<file path="src/rtl/fetch_stage_if.sv">
// ---------------------------------------------------------------------------
// fetch_stage_if
// Bundles every non-clock signal of the fetch stage: the decode-side controls
// and payload, and the instruction-memory request/response channel.
//   stall              decode cannot accept; payload must hold
//   redirectValid      redirect (branch/jump/trap/MRET), flushes fetch
//   redirectTarget     new fetch address, low two bits ignored
//   imemRequestValid   read request to instruction memory
//   imemRequestReady   memory accepts the request this cycle
//   imemAddress        word-aligned fetch address
//   imemResponseValid  read data valid
//   imemResponseData   instruction word
//   fetchDecodePayload {instruction[96:65], pc[64:33], pc_plus4[32:1], valid[0]}
// Modport master is the fetch stage, slave is its environment.
// ---------------------------------------------------------------------------
interface fetch_stage_if;
    logic        stall;
    logic        redirectValid;
    logic [31:0] redirectTarget;
    logic        imemRequestValid;
    logic        imemRequestReady;
    logic [31:0] imemAddress;
    logic        imemResponseValid;
    logic [31:0] imemResponseData;
    logic [96:0] fetchDecodePayload;

    modport master (
        input  stall, redirectValid, redirectTarget,
        input  imemRequestReady, imemResponseValid, imemResponseData,
        output imemRequestValid, imemAddress, fetchDecodePayload
    );

    modport slave (
        output stall, redirectValid, redirectTarget,
        output imemRequestReady, imemResponseValid, imemResponseData,
        input  imemRequestValid, imemAddress, fetchDecodePayload
    );
endinterface

</file>
<file path="src/rtl/fetch_stage.sv">
// ---------------------------------------------------------------------------
// fetch_stage
// Instruction fetch with a single outstanding memory request. Issues a read at
// fetch_pc, waits for the response and registers it, with its PC and PC+4,
// into the payload handed to decode. Redirects flush the payload and, if a
// request is still in flight, discard its response.
// Ports:
//   clk    rising-edge clock
//   reset  asynchronous active-high reset
//   bus    fetch_stage_if.master (decode controls, imem channel, payload)
// ---------------------------------------------------------------------------
module fetch_stage (
    input  logic            clk,
    input  logic            reset,
    fetch_stage_if.master   bus
);
    localparam logic [31:0] RESET_VECTOR = 32'h8000_0000;

    // ST_WAIT: response pending and wanted; ST_DRAIN: response pending but
    // made stale by a redirect, so it is thrown away on arrival.
    typedef enum logic [1:0] {ST_REQ, ST_WAIT, ST_DRAIN} state_t;

    state_t      state, state_next;
    logic [31:0] fetch_pc;
    logic [31:0] request_pc;
    logic [31:0] pay_instr, pay_pc, pay_pc4;
    logic        pay_valid;
    logic        handshake;
    logic        load_payload;

    // A request is only issued when the payload register will be free by the
    // time the response lands (empty, or consumed this very cycle).
    assign bus.imemRequestValid   = (state == ST_REQ) && (!pay_valid || !bus.stall)
                                    && !bus.redirectValid;
    assign bus.imemAddress        = fetch_pc;
    assign bus.fetchDecodePayload = {pay_instr, pay_pc, pay_pc4, pay_valid};

    assign handshake    = bus.imemRequestValid && bus.imemRequestReady;
    assign load_payload = (state == ST_WAIT) && bus.imemResponseValid && !bus.redirectValid;

    always_comb begin
        // NOTE: default first so every path assigns state_next and no latch is inferred.
        state_next = state;
        case (state)
            ST_REQ: begin
                if (handshake) state_next = ST_WAIT;
            end
            ST_WAIT: begin
                if (bus.imemResponseValid)  state_next = ST_REQ;
                else if (bus.redirectValid) state_next = ST_DRAIN;
            end
            ST_DRAIN: begin
                if (bus.imemResponseValid) state_next = ST_REQ;
            end
            default: state_next = ST_REQ;
        endcase
    end

    // NOTE: sequential state uses non-blocking assignments so every register
    // samples pre-edge values regardless of statement order.
    always_ff @(posedge clk or posedge reset) begin
        if (reset) begin
            state      <= ST_REQ;
            fetch_pc   <= RESET_VECTOR;
            request_pc <= 32'h0;
        end else begin
            state <= state_next;
            if (bus.redirectValid)
                fetch_pc <= bus.redirectTarget & ~32'h3;
            else if (handshake)
                fetch_pc <= fetch_pc + 32'd4;
            if (handshake)
                request_pc <= fetch_pc;
        end
    end

    // Payload: redirect wins over everything, then a fresh response, then
    // consumption by decode. Only valid is cleared; the other fields hold.
    always_ff @(posedge clk or posedge reset) begin
        if (reset) begin
            pay_instr <= 32'h0;
            pay_pc    <= 32'h0;
            pay_pc4   <= 32'h0;
            pay_valid <= 1'b0;
        end else if (bus.redirectValid) begin
            pay_valid <= 1'b0;
        end else if (load_payload) begin
            pay_instr <= bus.imemResponseData;
            pay_pc    <= request_pc;
            pay_pc4   <= request_pc + 32'd4;
            pay_valid <= 1'b1;
        end else if (pay_valid && !bus.stall) begin
            pay_valid <= 1'b0;
        end
    end
endmodule

</file>
<file path="src/flat_wrapper.sv">
// flat-port wrapper written by rule: the top's interface ports become plain ports
module fetch_stage_flat 
  (clk, reset, bus_stall, bus_redirectValid, bus_redirectTarget, bus_imemRequestReady, bus_imemResponseValid, bus_imemResponseData, bus_imemRequestValid, bus_imemAddress, bus_fetchDecodePayload);
  fetch_stage_if bus_i ();
  input  logic clk;
  input  logic reset;
  input wire logic [$bits(bus_i.stall)-1:0] bus_stall;
  input wire logic [$bits(bus_i.redirectValid)-1:0] bus_redirectValid;
  input wire logic [$bits(bus_i.redirectTarget)-1:0] bus_redirectTarget;
  input wire logic [$bits(bus_i.imemRequestReady)-1:0] bus_imemRequestReady;
  input wire logic [$bits(bus_i.imemResponseValid)-1:0] bus_imemResponseValid;
  input wire logic [$bits(bus_i.imemResponseData)-1:0] bus_imemResponseData;
  output wire logic [$bits(bus_i.imemRequestValid)-1:0] bus_imemRequestValid;
  output wire logic [$bits(bus_i.imemAddress)-1:0] bus_imemAddress;
  output wire logic [$bits(bus_i.fetchDecodePayload)-1:0] bus_fetchDecodePayload;
  assign bus_i.stall = bus_stall;
  assign bus_i.redirectValid = bus_redirectValid;
  assign bus_i.redirectTarget = bus_redirectTarget;
  assign bus_i.imemRequestReady = bus_imemRequestReady;
  assign bus_i.imemResponseValid = bus_imemResponseValid;
  assign bus_i.imemResponseData = bus_imemResponseData;
  assign bus_imemRequestValid = bus_i.imemRequestValid;
  assign bus_imemAddress = bus_i.imemAddress;
  assign bus_fetchDecodePayload = bus_i.fetchDecodePayload;
  fetch_stage u_core (.clk(clk), .reset(reset), .bus(bus_i));
endmodule
</file>
<file path="config.mk">
export PLATFORM = sky130hd
export DESIGN_NAME = fetch_stage_flat
export DESIGN_NICKNAME = d
export VERILOG_FILES = /design/src/rtl/fetch_stage_if.sv /design/src/rtl/fetch_stage.sv /design/src/flat_wrapper.sv
export SDC_FILE = /design/constraint.sdc
export NUM_CORES = 1
export LEC_CHECK = 0
export CAP_MARGIN = 20
export CORE_ASPECT_RATIO = 1.4
export CORE_MARGIN = 5
export CORE_UTILIZATION = 52
export DETAILED_ROUTE_END_ITERATION = 8
export MAX_ROUTING_LAYER = met4
export PLACE_DENSITY = 0.95
export SLEW_MARGIN = 20
export SYNTH_ARGS = -nofsm -noshare
export SYNTH_HDL_FRONTEND = slang
export SYNTH_SLANG_ARGS = --single-unit
export TNS_END_PERCENT = 30
</file>
<file path="constraint.sdc">
create_clock -name clk -period 10.44 [get_ports clk]
set_input_delay 1.566 -clock clk [delete_from_list [all_inputs] [get_ports clk]]
set_output_delay 1.566 -clock clk [all_outputs]
set_load 0.005 [all_outputs]
</file>
# After elaboration in Yosys (flattened, before gate mapping)
# Cells that the tools add are included.
[word_totals] register_bits=163 out_inout_bits=130 elab_cells=40
[classes] add_sub_neg=2 eq_ne=5 muxes=10 bitwise=1 reduce_logical=15
[op_table] cell="32-bit by 3-bit adder with 32-bit output, second input constant" count=2
[op_table] cell="32-bit two-way mux" count=2
[op_table] cell="2-bit two-way mux" count=4
[op_table] cell="1-bit logical AND" count=6
[op_table] cell="2-bit case mux with 3 select lines" count=1
[op_table] cell="1-bit logical NOT" count=3
[op_table] cell="1-bit two-way mux" count=3
[op_table] cell="3-bit != test, second input constant" count=1
[op_table] cell="3-bit AND reduction" count=1
[op_table] cell="3-bit nonzero test" count=1
[op_table] cell="2-bit by 1-bit == test with 1-bit output, second input constant" count=1
[op_table] cell="2-bit == test, second input constant" count=1
[op_table] cell="2-bit logical NOT" count=1
[op_table] cell="2-bit by 1-bit != test with 1-bit output, second input constant" count=1
[op_table] cell="2-bit != test, second input constant" count=1
[op_table] cell="2-bit AND reduction" count=1
[op_table] cell="2-bit nonzero test" count=1
[op_table] cell="1-bit logical OR" count=1
[op_table] cell="1-bit NOT" count=1

# Longest topological paths before layout
[logic_depth] depth_word=7 depth_mapped=7 ltp_nobuf=6

# Worst setup path after synthesis
# OpenSTA, ideal clock, no wires.
[synth_path] kind="input to output" start="input port bus_redirectValid" end="output port bus_imemRequestValid" arrival_time_ns=2.170 required_ns=8.874 setup_slack_ns=6.704 path_stages=2 n_path_buf=0 path_cell_list="a2111o_1 -> inv_1"
[synth_between] elab_chain_cells=2
[synth_rtl] item="start, declared" line="flat_wrapper.sv:8" text="input wire logic [$bits(bus_i.redirectValid)-1:0] bus_redirectValid;"
[synth_rtl] item="1-bit logical NOT" line="fetch_stage.sv:34" text="&& !bus.redirectValid;"
[synth_rtl] item="1-bit logical AND" line="fetch_stage.sv:34"
[synth_rtl] item="end, declared" line="flat_wrapper.sv:13" text="output wire logic [$bits(bus_i.imemRequestValid)-1:0] bus_imemRequestValid;"
# Every way passes these cells.

# Worst setup path in the final report
# Ends and elaborated chain as after synthesis.

==> flow_summary.ini <==
[status]
status = finished, final reports clean

[worst_hold_path]
hp-class = flop to flop

[detailed_routing]
dr.pass1.iters = 5
drt_iter0_drc = 390
via_per_inst = 5.40
drc = 0
detail_route.wl_per_cell_um = 16.2
ant_nets = 0
finalWirelength_mm = 18.8
vias = 6254

[pwr]
p_sw_w = 0.000625
p_int_w = 0.00146
p_leak_nw = 4.38
pwr-share-seq = 0.434
combPwrFrac = 0.269
pwr_density_cell_nw_per_um2 = 217
switching_share = 0.299
pwr-share-clk = 0.297
ir_worst_vdd_v = 0.000102

[worst_setup_path]
cp_slowest_cell = a2111o_1
critical_path_class = input port to output pin
cpPeakStageDelay_ns = 0.61
crit_chain = clkdlybuf4s50_1 > buf_4 > a2111o_1 > inv_1 > clkdlybuf4s50_1
end_kind = output pin
critPathRequiredTime_ns = 8.87
startpoint_type = input port
cp_top_family = buffers and inverters
cp.arrival_ns = 3.57
worst-path-buf-inv = 4
cp_max_fo = 39
crit_path_frequent_cell = clkdlybuf4s50_1
r2r_slack_ns = 8.12

[final_layout]
final_util = 0.722
nNetsFinal = 1036
multi_input_area_sq_um = 2920
diodes = 0
syn2layout_area_growth_pct = 37.2
nFillCells = 938
drive_above_1_share = 0.0553
finalInstanceArea_sq_um = 9620
seq_area_sq_um = 3880

[cts]
cts_setup_buffers = 0
cts_root_buf = clkbuf_16
cts_resized = 0
cts_tree = built
clk_pin_slew_ns = 0.06
hold_buffers = 0
cts_buffer_depth = 2
htreeDepth = 4
clock_sinks = 155
cts_buffers = 17
insertion_delay_ns = 0.42

[die]
die_x_um = 108
die_area_sq_um = 15900
die_h_um = 147
ios = 200
fp-row-count = 50
start_util = 0.526
coreArea_sq_um = 13300

[logic_synthesis]
synth_cells = 793
async_flop_share = 1.00
yosysWarnings = 0
syn_avg_cell_area_sq_um = 8.84
seq_area_frac_synth = 0.554
ys_types = 43
netlist_area_sq_um = 7010
synth_edf_count = 0
ys_ff_latch = 155
ys.flop_type = dfrtp_1

[sta]
rsz0062_at_grt = no
max-slew-margin-rel = 0.329
clock.fmax_mhz = 195
period_minus_slack_ns = 5.13
final_max_slew_viol_count = 0
fin_worst_skew_ns = 0.00699
setup_violations = 0
tns_ns = 0
period_share = 0.492
hold_viol = 0
worstMarginPinSlew_ns = 1.00

[placed_design]
hpwlAfterDp_mm = 13.0
globalplace.congestion = 0.854
io_buffers = 191
placedInstanceArea_sq_um = 9010

[global_routing]
grt_pass1_wl_mm = 30.3
grt_start_max_net_pins = 123
grt.total_usage = 0.244
grt_pass1_vias = 6124
antenna_found_initial = 0
overflow = 0

[run]
drv_cap = 0
[sequential cells by signal (all words and copies together), names as in the netlist]
name                    count
u_core.pay_instr           32
u_core.bus.imemAddress     30
u_core.pay_pc4             30
u_core.pay_pc              30
u_core.request_pc          30
u_core.state                2
u_core.pay_valid            1
[cell usage in the layout, fill, tap and decap left out, types with 3 or more instances in the layout]
cell type        instances
a21oi_1                  5
a22oi_1                  3
a31oi_1                  5
and3_1                  12
and4_1                   6
buf_4                    3
clkbuf_16               17
clkdlybuf4s50_1        191
clkinv_4                 3
clkinvlp_4               3
conb_1                   6
dfrtp_1                154
inv_1                    8
inv_6                    5
nand2_1                337
nand3_1                 28
nand4_1                 20
nor2_1                  19
nor4_4                   3
o211ai_1                14
o21ai_0                 56
o311ai_0                 6
or3_1                    5
xnor2_1                  9
xor2_1                  21
[through the flow]
step                      instances  power (W)  setup WS, ns  hold WS, ns
after floorplan                 798    0.00109          4.70        0.470
after global placement         1127    0.00145          5.37        0.456
after detailed placement       1127    0.00148          5.33        0.463
after CTS                      1159    0.00210          5.32        0.478
after global routing           1159    0.00220          5.26        0.489
final                          1159    0.00209          5.31        0.472
[tightest hold or removal path: cells and delay by family (launching register included)]
family	cells	cell delay, ns
flops	1	0.34
simple gates	2	0.10
[path summary, 6_finish.rpt]
kind | startpoint | depth (start not counted) | to
max in group asynchronous | reset | 3 | u_core.request_pc[20]
max | bus_redirectValid | 5 | bus_imemRequestValid
min reg2reg | u_core.pay_pc[24] | 2 | u_core.pay_pc[24]
min | u_core.pay_pc[24] | 2 | u_core.pay_pc[24]
min in group asynchronous | reset | 2 | u_core.pay_instr[20]
max reg2reg | u_core.state[0] | 6 | u_core.bus.imemAddress[27]
[per-layer routing]
| metal | GRT usage | share of wire | wire, um |
|---|---|---|---|
| met2 | 0.401 | 0.51 | 9560 |
| met5 | - | 0 | 0 |
| met4 | 0.0929 | 0.031 | 584 |
| met1 | 0.304 | 0.40 | 7470 |
| met3 | 0.0384 | 0.061 | 1150 |
[cells in the mapped netlist, types with 3 or more instances]
master	instances	area share
nand2_1	337	0.18
or3_1	5	0.0045
a22oi_1	3	0.0032
a31oi_1	5	0.0045
nor4_4	3	0.0091
buf_4	7	0.0075
xnor2_1	9	0.011
dfrtp_1	154	0.55
xor2_1	21	0.026
o311ai_0	6	0.0075
and3_1	13	0.012
nand3_1	29	0.021
buf_2	9	0.0064
and4_1	6	0.0075
o211ai_1	14	0.015
nor2_1	19	0.010
clkbuf_1	33	0.018
a21oi_1	5	0.0036
o21ai_0	56	0.040
nand4_1	20	0.018
inv_1	9	0.0048
[area by class of cell]
| type | instances | share of cell area |
|---|---|---|
| clock buffer | 18 | 0.0457 |
| clock inverter | 14 | 0.0167 |
| inverter | 9 | 0.00403 |
| multi-input combinational | 585 | 0.303 |
| sequential | 155 | 0.403 |
| tap | 182 | 0.0237 |
| timing repair buffer | 196 | 0.203 |
[power groups by stage]
stage | combinational [W] | clock [W] | sequential (W)
finish | 0.000562 | 0.000620 | 0.000906
global route | 0.000617 | 0.000657 | 0.000929
CTS | 0.000571 | 0.000628 | 0.000903
detailed placement | 0.000565 | 0 | 0.000912
global placement | 0.000545 | 0 | 0.000900
floorplan | 0.000192 | 0 | 0.000894
[cells by family (layout without fill, tap and decap cells)]
group           after synthesis  after routing  synth area share
other cells                   1              6          0.000535
simple gates                449            449             0.282
mux                           2              2           0.00321
flops                       155            155             0.554
fa+ha+maj                     2              2           0.00357
buf+inv                      58            237            0.0364
compound gates               96             96            0.0832
xor+xnor                     30             30            0.0375
(Power assumes the default switching activity.)
